[config.mk]
export PLATFORM = sky130hd
export DESIGN_NAME = bus_arbiter_card_flat
export DESIGN_NICKNAME = d
export VERILOG_FILES = /design/src/rtl/bus_arbiter_card_pkg.sv /design/src/rtl/bus_arbiter_card_if.sv /design/src/rtl/bus_arbiter_card_rr_pick.sv /design/src/rtl/bus_arbiter_card.sv /design/src/flat_wrapper.sv
export SDC_FILE = /design/constraint.sdc
export NUM_CORES = 1
export LEC_CHECK = 0
export CORE_ASPECT_RATIO = 0.75
export CORE_MARGIN = 1
export CORE_UTILIZATION = 51
export DETAILED_ROUTE_END_ITERATION = 10
export PLACE_DENSITY_LB_ADDON = 0.2
export SLEW_MARGIN = 0
export SYNTH_ARGS = -nofsm -noshare
export SYNTH_HDL_FRONTEND = slang
export SYNTH_SLANG_ARGS = --single-unit
[constraint.sdc]
create_clock -name clk -period 2.1 [get_ports clk]
set_input_delay 0.63 -clock clk [delete_from_list [all_inputs] [get_ports clk]]
set_output_delay 0.63 -clock clk [all_outputs]
set_load 0.05 [all_outputs]
[src/rtl/bus_arbiter_card_pkg.sv]
// Shared types and constants for the backplane bus arbiter.
// Master index assignments name the cards that normally sit on the backplane.
package bus_arbiter_card_pkg;

    localparam int ARB_NREQ      = 4;
    localparam int ARB_M_CONTROL = 0;
    localparam int ARB_M_LOADER  = 1;
    localparam int ARB_M_DEBUG   = 2;

    typedef enum logic [1:0] {
        ST_IDLE  = 2'd0,
        ST_GRANT = 2'd1,
        ST_TURN  = 2'd2
    } arb_state_e;

    // Width of an index into n masters (at least one bit).
    function automatic int idx_width(input int n);
        return (n > 1) ? $clog2(n) : 1;
    endfunction

endpackage

[src/rtl/bus_arbiter_card_if.sv]
// Request/grant bundle between the backplane masters and the bus arbiter.
interface bus_arbiter_card_if #(
    parameter int NREQ = 4
);
    localparam int IDW = (NREQ > 1) ? $clog2(NREQ) : 1;

    logic [NREQ-1:0] req;
    logic [NREQ-1:0] lock;
    logic [NREQ-1:0] grant;
    logic [IDW-1:0]  grant_id;
    logic            busy;
    logic            revoke_evt;

    modport master (
        output req, lock,
        input  grant, grant_id, busy, revoke_evt
    );

    modport slave (
        input  req, lock,
        output grant, grant_id, busy, revoke_evt
    );

endinterface

[src/rtl/bus_arbiter_card_rr_pick.sv]
// Round-robin picker: first set request bit at or after ptr, wrapping around.
module bus_arbiter_card_rr_pick
    import bus_arbiter_card_pkg::*;
#(
    parameter int NREQ = ARB_NREQ,
    parameter int IDW  = idx_width(NREQ)
) (
    input  logic [NREQ-1:0] req,
    input  logic [IDW-1:0]  ptr,
    output logic            found,
    output logic [IDW-1:0]  index
);

    // Scan the wrapped region first, then the region at/after ptr so that it overrides.
    always_comb begin
        found = 1'b0;
        index = {IDW{1'b0}};
        for (int j = NREQ - 1; j >= 0; j--) begin
            found = found | (req[j] & (j < int'(ptr)));
            index = (req[j] && (j < int'(ptr))) ? IDW'(j) : index;
        end
        for (int j = NREQ - 1; j >= 0; j--) begin
            found = found | (req[j] & (j >= int'(ptr)));
            index = (req[j] && (j >= int'(ptr))) ? IDW'(j) : index;
        end
    end

endmodule

[src/rtl/bus_arbiter_card.sv]
// Backplane bus arbiter: round-robin grant, turnaround gap between owners,
// and optional revocation of an unlocked holder that overstays MAX_HOLD cycles.
module bus_arbiter_card
    import bus_arbiter_card_pkg::*;
#(
    parameter int NREQ     = ARB_NREQ,
    parameter int TURN     = 1,
    parameter int MAX_HOLD = 64
) (
    input  logic clk,
    input  logic rst_n,
    bus_arbiter_card_if.slave bus
);

    localparam int IDW = idx_width(NREQ);
    localparam int HW  = (MAX_HOLD > 0) ? $clog2(MAX_HOLD + 1) : 1;
    localparam int TW  = 4;
    localparam logic [HW-1:0]  HOLD_SAT  = HW'(MAX_HOLD);
    localparam logic [TW-1:0]  TURN_LAST = TW'((TURN > 0) ? TURN - 1 : 0);
    localparam logic [IDW-1:0] ID_LAST   = IDW'(NREQ - 1);
    localparam logic [NREQ-1:0] ONE_HOT0 = NREQ'(1);

    arb_state_e      state_q,    state_d;
    logic [IDW-1:0]  ptr_q,      ptr_d;
    logic [HW-1:0]   hold_q,     hold_d;
    logic [TW-1:0]   turn_q,     turn_d;
    logic [NREQ-1:0] grant_q,    grant_d;
    logic [IDW-1:0]  grant_id_q, grant_id_d;
    logic            busy_q,     busy_d;
    logic            revoke_q,   revoke_d;

    logic            found_s;
    logic [IDW-1:0]  pick_s;
    logic            holder_req_s;
    logic            holder_lock_s;
    logic            other_req_s;
    logic            revoke_s;

    bus_arbiter_card_rr_pick #(
        .NREQ (NREQ),
        .IDW  (IDW)
    ) u_pick (
        .req   (bus.req),
        .ptr   (ptr_q),
        .found (found_s),
        .index (pick_s)
    );

    // Holder status, masked through the one-hot grant.
    always_comb begin
        holder_req_s  = |(bus.req  & grant_q);
        holder_lock_s = |(bus.lock & grant_q);
        other_req_s   = |(bus.req  & ~grant_q);
        revoke_s      = (MAX_HOLD > 0) && (hold_q == HOLD_SAT) && !holder_lock_s && other_req_s;
    end

    // Next-state logic for the arbitration FSM and its registered outputs.
    always_comb begin
        state_d    = state_q;
        ptr_d      = ptr_q;
        hold_d     = hold_q;
        turn_d     = turn_q;
        grant_d    = grant_q;
        grant_id_d = grant_id_q;
        revoke_d   = 1'b0;
        case (state_q)
            ST_IDLE: begin
                if (found_s) begin
                    state_d    = ST_GRANT;
                    grant_d    = ONE_HOT0 << pick_s;
                    grant_id_d = pick_s;
                    hold_d     = {HW{1'b0}};
                end else begin
                    state_d    = ST_IDLE;
                end
            end
            ST_GRANT: begin
                if (!holder_req_s || revoke_s) begin
                    // A revoke is an end of grant while the holder still requests.
                    grant_d  = {NREQ{1'b0}};
                    revoke_d = holder_req_s;
                    ptr_d    = (grant_id_q == ID_LAST) ? {IDW{1'b0}} : grant_id_q + IDW'(1);
                    turn_d   = {TW{1'b0}};
                    state_d  = (TURN > 0) ? ST_TURN : ST_IDLE;
                end else begin
                    hold_d   = (hold_q == HOLD_SAT) ? hold_q : hold_q + HW'(1);
                end
            end
            ST_TURN: begin
                if (turn_q == TURN_LAST) begin
                    state_d = ST_IDLE;
                end else begin
                    turn_d  = turn_q + TW'(1);
                end
            end
            default: begin
                state_d = ST_IDLE;
                grant_d = {NREQ{1'b0}};
            end
        endcase
        busy_d = (state_d != ST_IDLE);
    end

    // State and output registers with synchronous active-low reset.
    always_ff @(posedge clk) begin
        if (!rst_n) begin
            state_q    <= ST_IDLE;
            ptr_q      <= {IDW{1'b0}};
            hold_q     <= {HW{1'b0}};
            turn_q     <= {TW{1'b0}};
            grant_q    <= {NREQ{1'b0}};
            grant_id_q <= {IDW{1'b0}};
            busy_q     <= 1'b0;
            revoke_q   <= 1'b0;
        end else begin
            state_q    <= state_d;
            ptr_q      <= ptr_d;
            hold_q     <= hold_d;
            turn_q     <= turn_d;
            grant_q    <= grant_d;
            grant_id_q <= grant_id_d;
            busy_q     <= busy_d;
            revoke_q   <= revoke_d;
        end
    end

    assign bus.grant      = grant_q;
    assign bus.grant_id   = grant_id_q;
    assign bus.busy       = busy_q;
    assign bus.revoke_evt = revoke_q;

endmodule

[src/flat_wrapper.sv]
// flat-port wrapper written by rule: the top's interface ports become plain ports
module bus_arbiter_card_flat import bus_arbiter_card_pkg::*;
#(
    parameter int NREQ     = ARB_NREQ,
    parameter int TURN     = 1,
    parameter int MAX_HOLD = 64
)
  (clk, rst_n, bus_req, bus_lock, bus_grant, bus_grant_id, bus_busy, bus_revoke_evt);
  bus_arbiter_card_if #(.NREQ(NREQ)) bus_i ();
  input  logic clk;
  input  logic rst_n;
  input wire logic [$bits(bus_i.req)-1:0] bus_req;
  input wire logic [$bits(bus_i.lock)-1:0] bus_lock;
  output wire logic [$bits(bus_i.grant)-1:0] bus_grant;
  output wire logic [$bits(bus_i.grant_id)-1:0] bus_grant_id;
  output wire logic [$bits(bus_i.busy)-1:0] bus_busy;
  output wire logic [$bits(bus_i.revoke_evt)-1:0] bus_revoke_evt;
  assign bus_i.req = bus_req;
  assign bus_i.lock = bus_lock;
  assign bus_grant = bus_i.grant;
  assign bus_grant_id = bus_i.grant_id;
  assign bus_busy = bus_i.busy;
  assign bus_revoke_evt = bus_i.revoke_evt;
  bus_arbiter_card #(.NREQ(NREQ), .TURN(TURN), .MAX_HOLD(MAX_HOLD)) u_core (.clk(clk), .rst_n(rst_n), .bus(bus_i));
endmodule
==> impl_metrics.toml, run 1 <==
[floorplanning]
floorplan.rows = 15
starting_density = 0.540
die_width_um = 59.1
die_height_um = 44.8
design.die.area_mm2 = 0.00265
io_pins = 18
core_area_mm2 = 0.00231

[global_routing]
grt_pass1_wl_um = 4830
grt_overflow = 0
grt.total_usage = 0.248
largest_net_degree_at_the_start_of_global_routing = 14
global_route_met2_usage = 0.427
grt_pass1_vias = 1062
globalRouteMet3Util = 0.0516
busiest_layer = "met2"
met1_usage = 0.335
grt_antenna_before_repair = 0

[yosys]
synth.top_cells.by_area = "sky130_fd_sc_hd__dfxtp_1, sky130_fd_sc_hd__ha_1, sky130_fd_sc_hd__nand2_1"
synthCells = 143
netlist-cell-type-count = 38
ys_ff_latch = 23
ys_seq_area_frac = 0.369
synth.avg_cell_area_um2 = 8.71
portion_of_synthesized_cell_area_occupied_by_the_leading_cell_type = 0.369
synth.net_count = 158
synth_top_cell_by_area = "sky130_fd_sc_hd__dfxtp_1"
yosys_warnings = 0
synth_cell_area_mm2 = 0.00125

[sta]
max_freq_mhz = 482
tightestPinTransition_ns = 0.504
worst_slew_slack_as_a_fraction_of_its_limit = 0.664
slew_violations = 0
hold_viol_final = 0
worst_hold_slack_ns = 0.491
setup_viol_count_final = 0
skew_ns = 0.0113
layout_worst_path_cycle_share = 0.989
layout_min_cycle_time_ns = 2.08

[clock_network]
tritoncts_num_sinks = 23
cts_tree = "yes"
cts_htree_levels = 1
clk_root_buffer_cell = "sky130_fd_sc_hd__clkbuf_4"
cts-root-to-sink-buffers = 2
clock_latency_ns = 0.31
clk_pin_slew_worst_paths_ns = 0.13
cts_bufs_inserted = 3

[detailed_routing]
routed_wirelength_um = 3000
number_of_vias_after_detailed_routing = 1195
drt_first_iter_violations = 42
postRouteAntennaNets = 0
wire_per_inst_um = 14.0
post-route-drc-count = 0
via_per_inst = 5.58
drtPass1Iterations = 4

[worst_setup_path]
start_kind = "input pin"
critical_path_arrival_ns = 2.28
critPathMaxFanout = 4
crit_type = "input pin to flip-flop"
cp_data_required_time_ns = 2.31
element_type_at_the_critical_path_end = "flip-flop"

[finish]
final_cell_area_mm2 = 0.00162
finish.net_count = 196
fill_count = 190
utilization = 0.701
post_route_cells_drive_above_1_share = 0.228
insertedDiodeCount = 0
areaGrowthSynthToFinish_pct = 29.8

[pwr]
power_mw = 1.02
power_density_mw_per_mm2 = 631
total_leakage_power_nw = 0.693
vdd_ir_drop_max_v = 0.000443

[place]
hpwlAfterDp_um = 2400
gp_routability_congestion = 0.924
placed_area_mm2 = 0.00158
numPortBuffers = 17

[min_path]
hold_path_class = "flip-flop to flip-flop"

[flow_run]
max_cap_violations = 0

[run_status]
status = "finished, final reports clean"
==> repair_timing <==
item / 4_1_cts / 5_1_grt
setup endpoints to repair: 0 / 6
gates resized for setup: 0 / 3
endpoints found under the hold margin: 0 / 0
buffers inserted: 0 / 0
hold buffers: 0 / 0
==> worst max-delay path, cell delays in order <==
cell and delay [ns]:
sky130_fd_sc_hd__clkdlybuf4s50_1 0.49, sky130_fd_sc_hd__inv_1 0.06, sky130_fd_sc_hd__o2111a_1 0.24, sky130_fd_sc_hd__or3_4 0.41, sky130_fd_sc_hd__a22o_2 0.26, sky130_fd_sc_hd__a32o_1 0.20
==> layout by cell type (no fill, tap or decap), types with 3 or more instances in the layout <==
cell                              instances
sky130_fd_sc_hd__buf_4                   25
sky130_fd_sc_hd__dfxtp_1                 23
sky130_fd_sc_hd__nand2_1                 14
sky130_fd_sc_hd__nor2_1                  11
sky130_fd_sc_hd__clkdlybuf4s50_1         10
sky130_fd_sc_hd__nand3_1                  8
sky130_fd_sc_hd__inv_1                    7
sky130_fd_sc_hd__nand4_1                  7
sky130_fd_sc_hd__nand2b_1                 6
sky130_fd_sc_hd__a21oi_1                  6
sky130_fd_sc_hd__o21a_1                   6
sky130_fd_sc_hd__ha_1                     5
sky130_fd_sc_hd__o31ai_1                  4
sky130_fd_sc_hd__mux2i_1                  4
sky130_fd_sc_hd__a22oi_1                  3
sky130_fd_sc_hd__a21o_1                   3
sky130_fd_sc_hd__nor2b_1                  3
sky130_fd_sc_hd__clkbuf_4                 3
==> path summary, 6_finish.rpt <==
check / slack, ns / endpoint / start / depth (start not counted)
hold reg to reg: 0.49 / u_core.hold_q[6] / u_core.hold_q[6] / 1
setup reg to reg: 0.32 / u_core.turn_q[1] / u_core.hold_q[2] / 6
setup / recovery: 0.02 / u_core.bus.grant[2] / bus_req[2] / 6
hold / removal: 0.49 / u_core.hold_q[6] / u_core.hold_q[6] / 1
==> through the flow <==
stage / std cells / TNS [ns] / setup slack [ns]
2_1_floorplan: 143 / 0 / 0.270
3_3_place_gp: 210 / -3.59 / -0.251
3_5_place_dp: 210 / -4.72 / -0.292
4_1_cts: 214 / 0 / 0.0144
5_1_grt: 214 / -0.00322 / -0.00322
6_report: 214 / 0 / 0.0239
==> metal layers <==
layer | vias to the layer above | routed length [µm]
met3 | 2 | 122
met1 | 569 | 1420
met4 | 0 | 15
met5 | - | 0
met2 | 26 | 1450
li1 | 598 | -
==> sequential cells by signal, summed over array words and instances (netlist names) <==
name	count
u_core.ptr_q	2
u_core.bus.grant_id	2
u_core.bus.busy	1
u_core.bus.revoke_evt	1
u_core.hold_q	7
u_core.state_q	2
u_core.turn_q	4
u_core.bus.grant	4
==> synth_stat cells <==
master / instances
sky130_fd_sc_hd__o21bai_1: 1
sky130_fd_sc_hd__nand4_1: 7
sky130_fd_sc_hd__nand2_1: 14
sky130_fd_sc_hd__a21oi_1: 6
sky130_fd_sc_hd__ha_1: 5
sky130_fd_sc_hd__o22ai_1: 1
sky130_fd_sc_hd__dfxtp_1: 23
sky130_fd_sc_hd__or3_1: 2
sky130_fd_sc_hd__nor4b_2: 1
sky130_fd_sc_hd__nand2b_1: 6
sky130_fd_sc_hd__and4_1: 1
sky130_fd_sc_hd__xnor2_1: 1
sky130_fd_sc_hd__and3_2: 2
sky130_fd_sc_hd__o21ai_0: 2
sky130_fd_sc_hd__a21o_1: 3
sky130_fd_sc_hd__nor3_1: 1
sky130_fd_sc_hd__clkbuf_1: 3
sky130_fd_sc_hd__mux2i_1: 4
sky130_fd_sc_hd__a32o_1: 1
sky130_fd_sc_hd__nor2b_1: 3
sky130_fd_sc_hd__o31ai_1: 4
sky130_fd_sc_hd__o2111a_1: 1
sky130_fd_sc_hd__o41ai_4: 1
sky130_fd_sc_hd__nand3_1: 8
sky130_fd_sc_hd__a21oi_2: 2
sky130_fd_sc_hd__or3_4: 1
sky130_fd_sc_hd__clkinv_1: 1
sky130_fd_sc_hd__a22oi_1: 4
sky130_fd_sc_hd__o221a_2: 1
sky130_fd_sc_hd__nand3b_2: 1
sky130_fd_sc_hd__xor2_1: 2
sky130_fd_sc_hd__inv_1: 7
sky130_fd_sc_hd__a22o_2: 1
sky130_fd_sc_hd__nor2_1: 11
sky130_fd_sc_hd__a31o_2: 1
sky130_fd_sc_hd__and3_1: 2
sky130_fd_sc_hd__o21a_1: 6
sky130_fd_sc_hd__nor4_1: 2
==> kinds of logic (layout without fill, tap and decap cells) <==
logic type,after synthesis,count (layout),synth area share
adder cells (fa/ha/maj),5,5,0.0502
XOR/XNOR,3,3,0.0211
multiplexers,4,4,0.0321
AND/OR/NAND/NOR,62,62,0.271
buffers and inverters,11,48,0.0331
flip-flops,23,23,0.369
AO/OA/AOI/OAI,35,35,0.223
==> final cells by class <==
cell class / count / area, µm² / area share
multi-input combinational: 109 / 757 / 0.468
inverter: 8 / 30.0 / 0.0186
sequential: 23 / 460 / 0.285
tap: 34 / 42.5 / 0.0263
clock buffer: 3 / 22.5 / 0.0139
timing repair buffer: 36 / 300 / 0.186
clock inverter: 1 / 5.00 / 0.00309
==> power by group <==
| part | switching (mW) | internal (mW) | leakage (nW) |
|---|---|---|---|
| registers | 0.0334 | 0.463 | 0.187 |
| clock network | 0.131 | 0.0711 | 0.0177 |
| logic | 0.182 | 0.142 | 0.488 |
| total | 0.346 | 0.675 | 0.693 |
(Power assumes the default switching activity.)
==> run 2, diff against run 1 <==
--- a/config.mk
+++ b/config.mk
@@ -10,6 +10,7 @@
 export CORE_UTILIZATION = 51
 export DETAILED_ROUTE_END_ITERATION = 10
 export PLACE_DENSITY_LB_ADDON = 0.2
+export SETUP_SLACK_MARGIN = 0.05
 export SLEW_MARGIN = 0
 export SYNTH_ARGS = -nofsm -noshare
 export SYNTH_HDL_FRONTEND = slang
==> run 2 against run 1 <==
Power rose by 0.73%. Combinational power rose by 3%. Flip-flop and latch count did not move. Setup slack improved by 0.050 ns. Fmax rose by 2.5%. Hold slack improved by 0.0057 ns. Critical path type unchanged.
==> impl_metrics.toml, run 2 (same netlist as run 1, synthesis figures left out) <==
[sta]
worst_hold_slack_ns = 0.496
hold_viol_final = 0
unrepaired_setup_endpoints_after_global_routing = "false"
slew_violations = 0
layout_worst_path_cycle_share = 0.965
skew_ns = 0.00983
setup_viol_count_final = 0
layout_min_cycle_time_ns = 2.03
tightestPinTransition_ns = 0.501
setup_tns_ns = 0
worst_slew_slack_as_a_fraction_of_its_limit = 0.666
max_freq_mhz = 494

[worst_setup_path]
r2r_cells = 5
cp_slowest_stage_delay_ns = 0.49
r2r-start = "u_core.hold_q[2]"
regToRegSetupSlack_ns = 0.30
path_buf_inv = 2
crit_type = "input pin to flip-flop"
element_type_at_the_critical_path_end = "flip-flop"
critical_path.top_delay_family = "compound AO/OA/AOI/OAI gates"
start_kind = "input pin"
reg2reg_to = "u_core.bus.grant[2]"
cp_data_required_time_ns = 2.31
critical_path_arrival_ns = 2.23
crit_slowest_cell = "sky130_fd_sc_hd__clkdlybuf4s50_1"
path_cells = "clkdlybuf4s50_1, inv_1, o2111a_1, or3_4, a22o_4, a32o_1"
critPathMaxFanout = 4

[clock_network]
number_of_buffers_added_to_fix_hold_violations_after_cts = 0
cts_bufs_inserted = 3
cts_htree_levels = 1
cts-root-to-sink-buffers = 2
cts_tree = "yes"
clk_root_buffer_cell = "sky130_fd_sc_hd__clkbuf_4"
clk_pin_slew_worst_paths_ns = 0.13
tritoncts_num_sinks = 23
clock_latency_ns = 0.31
post_cts.repair.setup_buffers = 0

[detailed_routing]
wire_per_inst_um = 14.0
post-route-drc-count = 0
postRouteAntennaNets = 0
via_per_inst = 5.57
drt_first_iter_violations = 37
number_of_vias_after_detailed_routing = 1193
drtPass1Iterations = 4
routed_wirelength_um = 2990

[floorplanning]
floorplan.rows = 15
die_width_um = 59.1
io_pins = 18
starting_density = 0.540
core_area_mm2 = 0.00231
design.die.area_mm2 = 0.00265
die_height_um = 44.8

[flow_run]
max_cap_violations = 0

[finish]
fill_count = 187
insertedDiodeCount = 0
mostFrequentLayoutCells = "sky130_fd_sc_hd__buf_4, sky130_fd_sc_hd__dfxtp_1, sky130_fd_sc_hd__nand2_1"
registers.top_by_ff_count = "u_core.hold_q"
number_of_flip_flops_under_the_largest_register_name = 7
finish.net_count = 196
post_route_cells_drive_above_1_share = 0.239
final_common_cell = "sky130_fd_sc_hd__buf_4"
areaGrowthSynthToFinish_pct = 31.4

[run_status]
status = "finished, final reports clean"

[global_routing]
grt_pass1_vias = 1060
grt_antenna_before_repair = 0
grt_overflow = 0
grt_pass1_wl_um = 4830
largest_net_degree_at_the_start_of_global_routing = 14
grt.total_usage = 0.248

[min_path]
hold-path-endpoint = "u_core.hold_q[6]"
hold_path_startpoint = "u_core.hold_q[6]"
min_delay_path_depth = 1
hold_path_class = "flip-flop to flip-flop"

[place]
gp_routability_congestion = 0.924
hpwlAfterDp_um = 2400
numPortBuffers = 17

[pwr]
vdd_ir_drop_max_v = 0.000420
total_leakage_power_nw = 0.688
power_density_mw_per_mm2 = 628
run 2: what timing repair did:
item | in CTS | in global routing
endpoints found under the setup margin | 4 | 9
endpoints found under the hold margin | 0 | 0
pin swaps | 1 | 1
gates resized for setup | 3 | 5
run 2: per-stage QoR:
step                std cells   util  setup slack (ns)  cell area [µm²]  power (mW)
global placement          210  0.682            -0.251             1580       0.811
finish                    214  0.709            0.0740             1640        1.03
floorplan                 143      -             0.270             1250       0.690
detailed placement        210  0.682            -0.292             1580       0.822
CTS                       214  0.696            0.0650             1610        1.02
global route              214  0.709            0.0566             1640        1.08
run 2: area by class of cell:
type | count | area (µm²) | share of cell area
Clock buffer | 3 | 22.5 | 0.0138
Clock inverter | 1 | 5.00 | 0.00306
Timing Repair Buffer | 36 | 295 | 0.180
Tap cell | 34 | 42.5 | 0.0260
Inverter | 8 | 30.0 | 0.0183
Multi-Input combinational cell | 109 | 782 | 0.477
Sequential cell | 23 | 460 | 0.281
run 2: per-layer routing:
metal,GRT usage,wire length [µm],part of all wire,vias up
met1,0.335,1410,0.47,567
met3,0.0516,126,0.042,2
met5,0,0,0,-
li1,-,-,-,598
met2,0.427,1450,0.48,26
met4,0.0286,10,0.0033,0
run 2: how the worst max path moves through the flow:
stage | end | cells after the start | start
after floorplan | u_core.bus.grant[2] | 5 | bus_req[2]
after global placement | u_core.bus.grant[2] | 6 | bus_req[2]
after detailed placement | u_core.ptr_q[0] | 6 | bus_req[2]
after CTS | u_core.hold_q[4] | 8 | bus_req[2]
after global routing | u_core.bus.grant[3] | 7 | bus_req[0]
final | u_core.bus.grant[2] | 6 | bus_req[2]
run 2: power breakdown:
| group | internal, mW | leakage [nW] | switching, mW |
|---|---|---|---|
| clock network | 0.0711 | 0.0177 | 0.129 |
| registers | 0.463 | 0.187 | 0.0339 |
| logic | 0.145 | 0.483 | 0.187 |
| total | 0.679 | 0.688 | 0.350 |
==> run 3, diff against run 2 <==
--- a/config.mk
+++ b/config.mk
@@ -9,6 +9,7 @@
 export CORE_MARGIN = 1
 export CORE_UTILIZATION = 51
 export DETAILED_ROUTE_END_ITERATION = 10
+export GPL_ROUTABILITY_DRIVEN = 0
 export PLACE_DENSITY_LB_ADDON = 0.2
 export SETUP_SLACK_MARGIN = 0.05
 export SLEW_MARGIN = 0
==> results of run 3 <==
Final layout, timing and power as in run 2 (identical DEF).
